--- config.mk ---
export PLATFORM = sky130hd
export DESIGN_NAME = keypad_scan_flat
export DESIGN_NICKNAME = d
export VERILOG_FILES = /design/src/rtl/keypad_scan_if.sv /design/src/rtl/keypad_scan.sv /design/src/flat_wrapper.sv
export SDC_FILE = /design/constraint.sdc
export NUM_CORES = 1
export LEC_CHECK = 0
export BUFFER_PORTS_ARGS = -buffer_cell sky130_fd_sc_hd__buf_2
export CAP_MARGIN = 20
export CORE_ASPECT_RATIO = 0.9
export CORE_MARGIN = 3
export CORE_UTILIZATION = 45
export CTS_CLUSTER_DIAMETER = 80
export DETAILED_ROUTE_END_ITERATION = 16
export PLACE_DENSITY = 0.59
export SYNTH_ARGS = -nofsm -noshare
export SYNTH_HDL_FRONTEND = slang
export SYNTH_SLANG_ARGS = --single-unit
--- constraint.sdc ---
create_clock -name clk -period 6.3 [get_ports clk]
set_input_delay 0.315 -clock clk [delete_from_list [all_inputs] [get_ports clk]]
set_output_delay 0.315 -clock clk [all_outputs]
set_load 0.1 [all_outputs]
--- src/rtl/keypad_scan_if.sv ---
// rtl/keypad_scan_if.sv - keypad matrix lines and decoded key outputs
// master: scanner side; slave: keypad/consumer side.
interface keypad_scan_if;
  logic [3:0] row;
  logic [3:0] col;
  logic [3:0] key_val;
  logic       key_valid;
  logic       key_down;

  modport master (
    input  row,
    output col, key_val, key_valid, key_down
  );

  modport slave (
    output row,
    input  col, key_val, key_valid, key_down
  );
endinterface

--- src/rtl/keypad_scan.sv ---
// rtl/keypad_scan.sv - 4x4 keypad column scanner with whole-scan debounce
// Drives one column low per SCAN_CYCLES, classifies each scan and accepts stable keys.
module keypad_scan #(
  parameter int SCAN_CYCLES    = 100000,
  parameter int DEBOUNCE_SCANS = 4
) (
  input  logic          clk,
  input  logic          reset,
  keypad_scan_if.master kp
);

  localparam int CNT_W = $clog2(SCAN_CYCLES);
  localparam int DB_W  = $clog2(DEBOUNCE_SCANS + 1);
  localparam logic [CNT_W-1:0] CNT_LAST = CNT_W'(SCAN_CYCLES - 1);
  localparam logic [DB_W-1:0]  DB_FULL  = DB_W'(DEBOUNCE_SCANS);

  typedef enum logic [1:0] {RES_NONE, RES_KEY, RES_MULTI} res_e;

  logic [3:0]       row_meta_q, row_sync_q;
  logic [CNT_W-1:0] cnt_q, cnt_d;
  logic [1:0]       idx_q, idx_d;
  logic [3:0]       col_q, col_d;
  logic [1:0]       acc_cnt_q, acc_cnt_d;
  logic [3:0]       acc_code_q, acc_code_d;
  res_e             prev_cls_q, prev_cls_d;
  logic [3:0]       prev_code_q, prev_code_d;
  logic [DB_W-1:0]  stable_q, stable_d;
  logic             eval_q, eval_d;
  logic [3:0]       key_val_q, key_val_d;
  logic             key_valid_q, key_valid_d;
  logic             key_down_q, key_down_d;

  logic             sample;
  logic [3:0]       row_low;
  logic [2:0]       n_low;
  logic [1:0]       row_sel;
  logic [2:0]       total;
  logic [1:0]       tot_sat;
  logic [3:0]       col_code;
  res_e             scan_cls;
  logic [3:0]       scan_code;

  function automatic logic [3:0] key_code(input logic [1:0] c, input logic [1:0] r);
    case ({r, c})
      4'h0: key_code = 4'h1;  4'h1: key_code = 4'h2;  4'h2: key_code = 4'h3;  4'h3: key_code = 4'hA;
      4'h4: key_code = 4'h4;  4'h5: key_code = 4'h5;  4'h6: key_code = 4'h6;  4'h7: key_code = 4'hB;
      4'h8: key_code = 4'h7;  4'h9: key_code = 4'h8;  4'hA: key_code = 4'h9;  4'hB: key_code = 4'hC;
      4'hC: key_code = 4'h0;  4'hD: key_code = 4'hF;  4'hE: key_code = 4'hE;  default: key_code = 4'hD;
    endcase
  endfunction

  always_ff @(posedge clk) begin
    if (reset) begin
      row_meta_q  <= 4'hF;
      row_sync_q  <= 4'hF;
      cnt_q       <= '0;
      idx_q       <= 2'd0;
      col_q       <= 4'b1110;
      acc_cnt_q   <= 2'd0;
      acc_code_q  <= 4'h0;
      prev_cls_q  <= RES_NONE;
      prev_code_q <= 4'h0;
      stable_q    <= '0;
      eval_q      <= 1'b0;
      key_val_q   <= 4'h0;
      key_valid_q <= 1'b0;
      key_down_q  <= 1'b0;
    end else begin
      row_meta_q  <= kp.row;
      row_sync_q  <= row_meta_q;
      cnt_q       <= cnt_d;
      idx_q       <= idx_d;
      col_q       <= col_d;
      acc_cnt_q   <= acc_cnt_d;
      acc_code_q  <= acc_code_d;
      prev_cls_q  <= prev_cls_d;
      prev_code_q <= prev_code_d;
      stable_q    <= stable_d;
      eval_q      <= eval_d;
      key_val_q   <= key_val_d;
      key_valid_q <= key_valid_d;
      key_down_q  <= key_down_d;
    end
  end

  always_comb begin
    cnt_d       = cnt_q + CNT_W'(1);
    idx_d       = idx_q;
    col_d       = col_q;
    acc_cnt_d   = acc_cnt_q;
    acc_code_d  = acc_code_q;
    prev_cls_d  = prev_cls_q;
    prev_code_d = prev_code_q;
    stable_d    = stable_q;
    eval_d      = 1'b0;
    key_val_d   = key_val_q;
    key_valid_d = 1'b0;
    key_down_d  = key_down_q;

    sample  = (cnt_q == CNT_LAST);
    row_low = ~row_sync_q;
    n_low   = 3'd0;
    row_sel = 2'd0;
    for (int r = 0; r < 4; r++) begin
      if (row_low[r]) begin
        n_low   = n_low + 3'd1;
        row_sel = 2'(r);
      end
    end

    // Low-row tally saturates at 2: only none/one/many matters for the scan class.
    total    = {1'b0, acc_cnt_q} + n_low;
    tot_sat  = (total > 3'd2) ? 2'd2 : total[1:0];
    col_code = (acc_cnt_q == 2'd0 && n_low == 3'd1) ? key_code(idx_q, row_sel) : acc_code_q;
    scan_cls = (tot_sat == 2'd0) ? RES_NONE : (tot_sat == 2'd1) ? RES_KEY : RES_MULTI;
    scan_code = (scan_cls == RES_KEY) ? col_code : 4'h0;

    if (sample) begin
      cnt_d = '0;
      idx_d = idx_q + 2'd1;
      col_d = ~(4'b0001 << idx_d);
      if (idx_q == 2'd3) begin
        acc_cnt_d  = 2'd0;
        acc_code_d = 4'h0;
        eval_d     = 1'b1;
        if (scan_cls == prev_cls_q && scan_code == prev_code_q) begin
          stable_d = (stable_q == DB_FULL) ? stable_q : stable_q + DB_W'(1);
        end else begin
          stable_d    = DB_W'(1);
          prev_cls_d  = scan_cls;
          prev_code_d = scan_code;
        end
      end else begin
        acc_cnt_d  = tot_sat;
        acc_code_d = col_code;
      end
    end

    // A held key never re-strobes; only a stable NONE re-arms the press path.
    if (eval_q && stable_q == DB_FULL) begin
      case (prev_cls_q)
        RES_KEY: begin
          if (!key_down_q) begin
            key_val_d   = prev_code_q;
            key_valid_d = 1'b1;
            key_down_d  = 1'b1;
          end
        end
        RES_NONE: key_down_d = 1'b0;
        default: ;
      endcase
    end
  end

  assign kp.col       = col_q;
  assign kp.key_val   = key_val_q;
  assign kp.key_valid = key_valid_q;
  assign kp.key_down  = key_down_q;

endmodule

--- src/flat_wrapper.sv ---
// flat-port wrapper written by rule: the top's interface ports become plain ports
module keypad_scan_flat 
#(
  parameter int SCAN_CYCLES    = 100000,
  parameter int DEBOUNCE_SCANS = 4
)
  (clk, reset, kp_row, kp_col, kp_key_val, kp_key_valid, kp_key_down);
  keypad_scan_if kp_i ();
  input  logic clk;
  input  logic reset;
  input wire logic [$bits(kp_i.row)-1:0] kp_row;
  output wire logic [$bits(kp_i.col)-1:0] kp_col;
  output wire logic [$bits(kp_i.key_val)-1:0] kp_key_val;
  output wire logic [$bits(kp_i.key_valid)-1:0] kp_key_valid;
  output wire logic [$bits(kp_i.key_down)-1:0] kp_key_down;
  assign kp_i.row = kp_row;
  assign kp_col = kp_i.col;
  assign kp_key_val = kp_i.key_val;
  assign kp_key_valid = kp_i.key_valid;
  assign kp_key_down = kp_i.key_down;
  keypad_scan #(.SCAN_CYCLES(SCAN_CYCLES), .DEBOUNCE_SCANS(DEBOUNCE_SCANS)) u_core (.clk(clk), .reset(reset), .kp(kp_i));
endmodule
Yosys cells after proc, flatten, opt, wreduce, memory -nomap -nowiden:

Memories as Yosys holds them, arrays and structs flattened.
Cells that the tools add are included.
Widths: inputs -> output; s select.

* register bits after elaboration: 53
* input port bits: 6
* memories kept: 1
* output and inout bits: 10
* word-level logic and storage cells: 74
* ROM bits: 64

* bitwise logic cells: 7
* reductions and logical operators: 14
* mux-type cells: 19
* eq/ne operators: 10
* shift-type cells: 1
* $add $sub $neg: 7
* $lt $le $gt $ge: 1

Memory list
* (no name shown): depth 16, width 4, read ports 1, clocked after memory_dff 0, write ports 0, line keypad_scan.sv:44 `case ({r, c})`

Operator list (number)
* $add 17x1->17 const B: 1
* $eq 17x17->1 const B: 1
* $mux 3: 5
* $mux 2: 6
* $mux 4: 3
* $add 3x1->3 const B: 3
* $reduce_and 3->1: 3
* $not 4->4: 2
* $eq 2x1->1 const B: 3
* $logic_not 2->1: 3
* $not 1->1: 5
* $eq 4x4->1: 1
* $mux 1: 4
* $reduce_or 2->1: 2
* $shl 1x2->4 const A: 1
* $add 2x3->3: 1
* $eq 3x1->1 const B: 1
* $eq 3x3->1 const B: 1
* $gt 3x2->1 const B: 1
* $logic_and 1x1->1: 3
* $reduce_or 3->1: 1
* $add 1x1->2 const B: 1
* $add 2x1->2 const B: 1
* $eq 2x2->1: 1
* other kinds (5): 5

Logic depth before layout (Yosys ltp):

* word-level depth: 20
* depth in mapped cells: 15
* mapped depth without buffers: 15

Least setup slack after synthesis:

OpenSTA, ideal clock, no wires.

* kind: register to register
* start point: register u_core.row_sync_q[1]
* end point: register u_core.stable_q[0]
* clock period less this slack: 3.684 ns
* library setup time: 0.116 ns
* buffers on the path: 0
* arrival time: 3.568 ns
* data required time: 6.184 ns
* stages on the path, launching flop included: 15
* setup slack: 2.616 ns
* cell sequence: dfxtp_1 inv_1 ha_1 xnor2_1 ha_1 or2_1 o21ai_0 fa_1 xor3_2 and3_4 o2111ai_1 nand4b_1 o41ai_4 nand2b_1 o211a_1

* word-level cells in the longest chain between the ends: 18
* elaborated cells between the ends (all ways): 28
* classes of those cells: add/sub: 3; order compare: 1; eq/ne: 6; mux: 12; bitwise: 1; reduce/logical: 4; memory: 1

RTL lines
* start: declaration: line keypad_scan.sv:19 `logic [3:0] row_meta_q, row_sync_q;`
* start signal: assignment: line keypad_scan.sv:70 `row_sync_q <= row_meta_q;`
* $not 4->4 *: line keypad_scan.sv:101 `row_low = ~row_sync_q;`
* $mux 3: line keypad_scan.sv:105 `if (row_low[r]) begin`
* $add 3x1->3: line keypad_scan.sv:106 `n_low = n_low + 3'd1;`
* $mux 3: line keypad_scan.sv:105
* $add 3x1->3: line keypad_scan.sv:106
* $mux 3: line keypad_scan.sv:105
* $add 2x3->3: line keypad_scan.sv:112 `total = {1'b0, acc_cnt_q} + n_low;`
* $gt 3x2->1: line keypad_scan.sv:113 `tot_sat = (total > 3'd2) ? 2'd2 : total[1:0];`
* $mux 2: line keypad_scan.sv:113
* $eq 2x1->1: line keypad_scan.sv:115 `scan_cls = (tot_sat == 2'd0) ? RES_NONE : (tot_sat == 2'd1) ? RES_KEY : RES_MULTI;`
* $mux 2 (2 in series): line keypad_scan.sv:115
* $eq 2x1->1: line keypad_scan.sv:116 `scan_code = (scan_cls == RES_KEY) ? col_code : 4'h0;`
* $mux 4: line keypad_scan.sv:116
* $eq 4x4->1: line keypad_scan.sv:126 `if (scan_cls == prev_cls_q && scan_code == prev_code_q) begin`
* $logic_and 1x1->1 *: line keypad_scan.sv:126
* $ne 2x2->1 (no source line)
* $reduce_and 3->1 (no source line)
* end signal: assignment: line keypad_scan.sv:78 `stable_q <= stable_d;`
* end: declaration: line keypad_scan.sv:27 `logic [DB_W-1:0] stable_q, stable_d;`

Mark *: on every way between the ends. The rest lies on a longest branch, timed or not.
A chain may end at the register's enable or synchronous reset.

Worst setup path after layout:

* start point: register u_core.row_sync_q[1]
* end point: register u_core.prev_cls_q[0]

* word-level cells in the longest chain between the ends: 18
* elaborated cells between the ends (all ways): 27
* classes of those cells: add/sub: 3; order compare: 1; eq/ne: 5; mux: 11; bitwise: 2; reduce/logical: 4; memory: 1

RTL lines
* $not 4->4 *: line keypad_scan.sv:101
* $mux 3: line keypad_scan.sv:105
* $add 3x1->3: line keypad_scan.sv:106
* $mux 3: line keypad_scan.sv:105
* $add 3x1->3: line keypad_scan.sv:106
* $mux 3: line keypad_scan.sv:105
* $add 2x3->3: line keypad_scan.sv:112
* $gt 3x2->1: line keypad_scan.sv:113
* $mux 2: line keypad_scan.sv:113
* $eq 2x1->1: line keypad_scan.sv:115
* $mux 2 (2 in series): line keypad_scan.sv:115
* $eq 2x1->1: line keypad_scan.sv:116
* $mux 4: line keypad_scan.sv:116
* $eq 4x4->1: line keypad_scan.sv:126
* $logic_and 1x1->1: line keypad_scan.sv:126
* $not 1->1 (no source line)
* $reduce_and 3->1 (no source line)
* end signal: assignment: line keypad_scan.sv:76 `prev_cls_q <= prev_cls_d;`
* end: declaration: line keypad_scan.sv:25 `res_e prev_cls_q, prev_cls_d;`

Marks and branches as above.

==> results.sh <==
export IMPL_die_span_y_um=79.2
export IMPL_number_of_global_route_vias_before_repair=1996
export IMPL_netlist_instances=303
export IMPL_nets_in_the_synthesized_netlist=323
export IMPL_drt_first_pass_iters=4
export IMPL_synth_area_per_cell_um2=8.84
export IMPL_synth_cell_area_um2=2680
export IMPL_finalClockSkew_ns=0.0102
export IMPL_antenna_violation_net_count_after_detailed_routing=0
export IMPL_antenna_cells_inserted=0
export IMPL_portBuffers=15
export IMPL_ys_warnings_count=0
export IMPL_rows=26
export IMPL_fin_ws_ns=2.26
export IMPL_critical_path_top_cell_by_count="ha_1"
export IMPL_postCtsResizedCells=0
export IMPL_timing_final_setup_violations=0
export IMPL_synth_edf_count=0
export IMPL_routed_via_count=2049
export IMPL_crit_path_cell_chain="inv_1 > ha_1 > xnor2_1 > ha_1 > or2_1 > o21ai_0 > fa_1 > xor3_2 > nand3_2 > a22oi_2 > nand4b_1 > o41ai_4 > mux2i_1 > nor2_1"
export IMPL_clock_latency_ns=0.30
export IMPL_finalWeightedCongestion=0.794
export IMPL_effective_utilization_at_floorplan_pct=46.8
export IMPL_critPathLaunchType="flop"
export IMPL_power_leakage_uw=0.00115
export IMPL_cap_viol_max_count=0
export IMPL_ctsLongestPathBuffers=2
export IMPL_cp_max_fo=8
export IMPL_core_area_um2=5730
export IMPL_ys_flop_type="dfxtp_1"
export IMPL_drt_iter0_markers=106
export IMPL_tritoncts="done"
export IMPL_max_transition_viols_final=0
export IMPL_globalRouteOverflowTotal=0
export IMPL_worstSetupStartpoint="u_core.row_sync_q[1]"
export IMPL_drt_total_wl_um=5140
export IMPL_multi_input_area_um2=1520
export IMPL_worstRegToRegCells=14
export IMPL_worstHoldPathType="primary input to flop"
export IMPL_drive_gt1_share_pct=12.6
export IMPL_global_route_usage_total_pct=16.3
export IMPL_sequential_cell_area_um2=1060
export IMPL_syn2layout_area_growth_pct=9.39
export IMPL_crit_type="flop to flop"
export IMPL_path_clk_slew_ns=0.10
export IMPL_fin_setup_tns_ns=0
export IMPL_worst_slew_pin_slew_ns=0.786
export IMPL_die_footprint_um2=6910
export IMPL_grt_first_pass_wirelength_um=9070
export IMPL_final_min_period_over_clock_period_pct=64.2
export IMPL_outcome="completed"
export IMPL_timing_hold_worst_start="kp_row[0]"
export IMPL_worstSetupEndpointType="flop"
export IMPL_pin_count=16
export IMPL_timing_final_crit_period_ns=4.04
export IMPL_initial_antenna_violation_count=0
export IMPL_r2r_start="u_core.row_sync_q[1]"
export IMPL_max_rail_drop_vdd_uv=165
export IMPL_power_density_nw_per_um2=224
export IMPL_cp_arrival_ns=4.23
export IMPL_asyncSetResetFlopFracSynth_pct=0
export IMPL_dp_final_hpwl_um=3790
export IMPL_tritoncts_num_sinks=53
export IMPL_synth_seq_cells=53
export IMPL_cp_data_required_time_ns=6.48
export IMPL_post_cts_setup_buffer_count=0
export IMPL_floorplan_die_width_um=87.3
export IMPL_rsz0062_at_grt="false"
export IMPL_maximum_number_of_pins_on_one_net_before_global_route_repair=29
export IMPL_fmaxAchievable_ghz=0.247
export IMPL_cts_made_buffers=5
export IMPL_hold_depth=2
export IMPL_worst_path_cell_with_the_longest_stage_delay="o41ai_4"
export IMPL_finalHoldViolations=0
export IMPL_htree_num_levels=2
export IMPL_wire_per_inst_um=13.3
export IMPL_slew_headroom_pct=47.5
export IMPL_clock_tree_root_cell="clkbuf_8"
export IMPL_n_fill_cell=557
export IMPL_ratio_of_routed_vias_to_standard_cells=5.28
export IMPL_netlist_cell_type_count=53
export IMPL_drcViolationCount=0
export IMPL_hold_slack_ns=0.196
export IMPL_hold_buffers=0
export IMPL_nets=337
export IMPL_preCtsSetupSlack_ns=2.27
export IMPL_cp_max_stage_delay_ns=0.55
export IMPL_yosysSeqAreaShare_pct=39.6
[placed cells by master, fill, tap and decap left out, types with 2 or more instances in the layout]
| master | Yosys | final |
|---|---|---|
| or2_2 | 10 | 10 |
| xnor2_1 | 9 | 9 |
| dfxtp_1 | 53 | 53 |
| inv_1 | 13 | 13 |
| buf_2 | 1 | 16 |
| nand2b_1 | 4 | 4 |
| a31oi_1 | 3 | 3 |
| nor4_1 | 4 | 4 |
| o21ai_1 | 3 | 3 |
| clkbuf_8 | 0 | 5 |
| and2_1 | 5 | 5 |
| nand3_1 | 8 | 8 |
| a21oi_1 | 10 | 10 |
| nand4b_1 | 3 | 3 |
| nor3b_1 | 2 | 2 |
| and3_1 | 4 | 4 |
| nand2_1 | 24 | 24 |
| nor2b_1 | 2 | 2 |
| nand3b_1 | 3 | 3 |
| o21ai_0 | 14 | 14 |
| o2111ai_1 | 2 | 2 |
| o211a_1 | 3 | 3 |
| ha_1 | 13 | 13 |
| bufinv_16 | 0 | 2 |
| mux2i_1 | 8 | 8 |
| a211oi_1 | 2 | 2 |
| xor2_1 | 9 | 9 |
| o2111a_1 | 2 | 2 |
| nor2_1 | 41 | 41 |
| o211ai_1 | 2 | 2 |
| nand4_1 | 5 | 5 |
| or3_1 | 6 | 6 |
| nor3_1 | 7 | 7 |
[through the flow]
stage	instances	util, %	total power [uW]	instance area, um2
finish	388	51.2	657	2930
global route	388	51.2	685	2930
CTS	387	51.1	665	2920
detailed placement	379	48.7	397	2790
global placement	379	48.7	397	2790
floorplan	303	-	388	2680
[metal layers]
metal | vias to the layer above | GRT usage [%] | routed length (um)
li1 | 1085 | - | -
met1 | 938 | 22.4 | 2680
met2 | 22 | 25.5 | 2270
met3 | 4 | 3.01 | 129
met4 | 0 | 5.98 | 61
met5 | - | 0 | 0
[critical path, delay by kind of cell, from the launching register on]
family | cells | cell delay, ns
flip-flops | 1 | 0.43
multiplexers | 1 | 0.27
adder cells (fa/ha/maj) | 3 | 0.92
XOR/XNOR | 2 | 0.81
AO/OA/AOI/OAI | 3 | 0.89
buffers and inverters | 1 | 0.07
AND/OR/NAND/NOR | 4 | 0.55
[kinds of logic (layout without fill, tap and decap cells)]
group,count (synthesis),count (layout),share of synthesized area (%)
and+or+nand+nor,136,136,26.6
DFF,53,53,39.6
AOI/OAI and AO/OA,51,51,13.5
buffers and inverters,22,37,3.69
xor gates and xnor gates,19,19,6.82
adders and majority gates,14,14,6.82
muxes,8,8,2.99
[worst paths after layout]
path / slack (ns) / end
worst max-delay path: 2.26 / u_core.prev_cls_q[0]
worst min-delay path: 0.20 / u_core.row_meta_q[0]
worst max register to register: 2.26 / u_core.prev_cls_q[0]
worst min register to register: 0.41 / u_core.row_sync_q[1]
[final cells by class]
| type | instances | area share, % |
|---|---|---|
| clock buffers | 5 | 2.35 |
| flip-flops and latches | 53 | 36.2 |
| well taps | 70 | 2.99 |
| clock inverters | 3 | 2.22 |
| multi-input cells | 228 | 51.8 |
| inverters | 13 | 1.67 |
| repair buffers | 16 | 2.73 |
[synthesized netlist by cell type (3+ instances only)]
library cell / n / share of area [%]
nor2_1: 41 / 5.7
or3_1: 6 / 1.4
nor3_1: 7 / 1.3
nor4_1: 4 / 0.93
and2_1: 5 / 1.2
a21oi_1: 10 / 1.9
xor2_1: 9 / 2.9
dfxtp_1: 53 / 40
or2_2: 10 / 2.3
nand2_1: 24 / 3.4
nand3b_1: 3 / 0.84
nand2b_1: 4 / 0.93
nand4b_1: 3 / 0.98
nand4_1: 5 / 1.2
clkbuf_1: 6 / 0.84
xnor2_1: 9 / 2.9
a31oi_1: 3 / 0.70
o211a_1: 3 / 1.1
and3_1: 4 / 0.93
o21ai_0: 14 / 2.6
o21ai_1: 3 / 0.56
inv_1: 13 / 1.8
nand3_1: 8 / 1.5
ha_1: 13 / 6.1
mux2i_1: 8 / 3.0
[sequential cells by signal, summed over array words and instances, names as in the netlist]
signal               flops
u_core.idx_q             2
u_core.kp.key_down       1
u_core.prev_cls_q        2
u_core.stable_q          3
u_core.eval_q            1
u_core.kp.col            4
u_core.row_sync_q        4
u_core.row_meta_q        4
u_core.cnt_q            17
u_core.kp.key_val        4
u_core.acc_code_q        4
u_core.prev_code_q       4
u_core.acc_cnt_q         2
u_core.kp.key_valid      1
[report_power, final]
group	leakage, uW	switching [uW]	total [uW]	internal (uW)
Sequential	0.000429	3.57	342	339
Clock	0.0000681	110	267	158
Combinational	0.000649	29.2	47.7	18.5
Power figures use the tool's default switching activity.
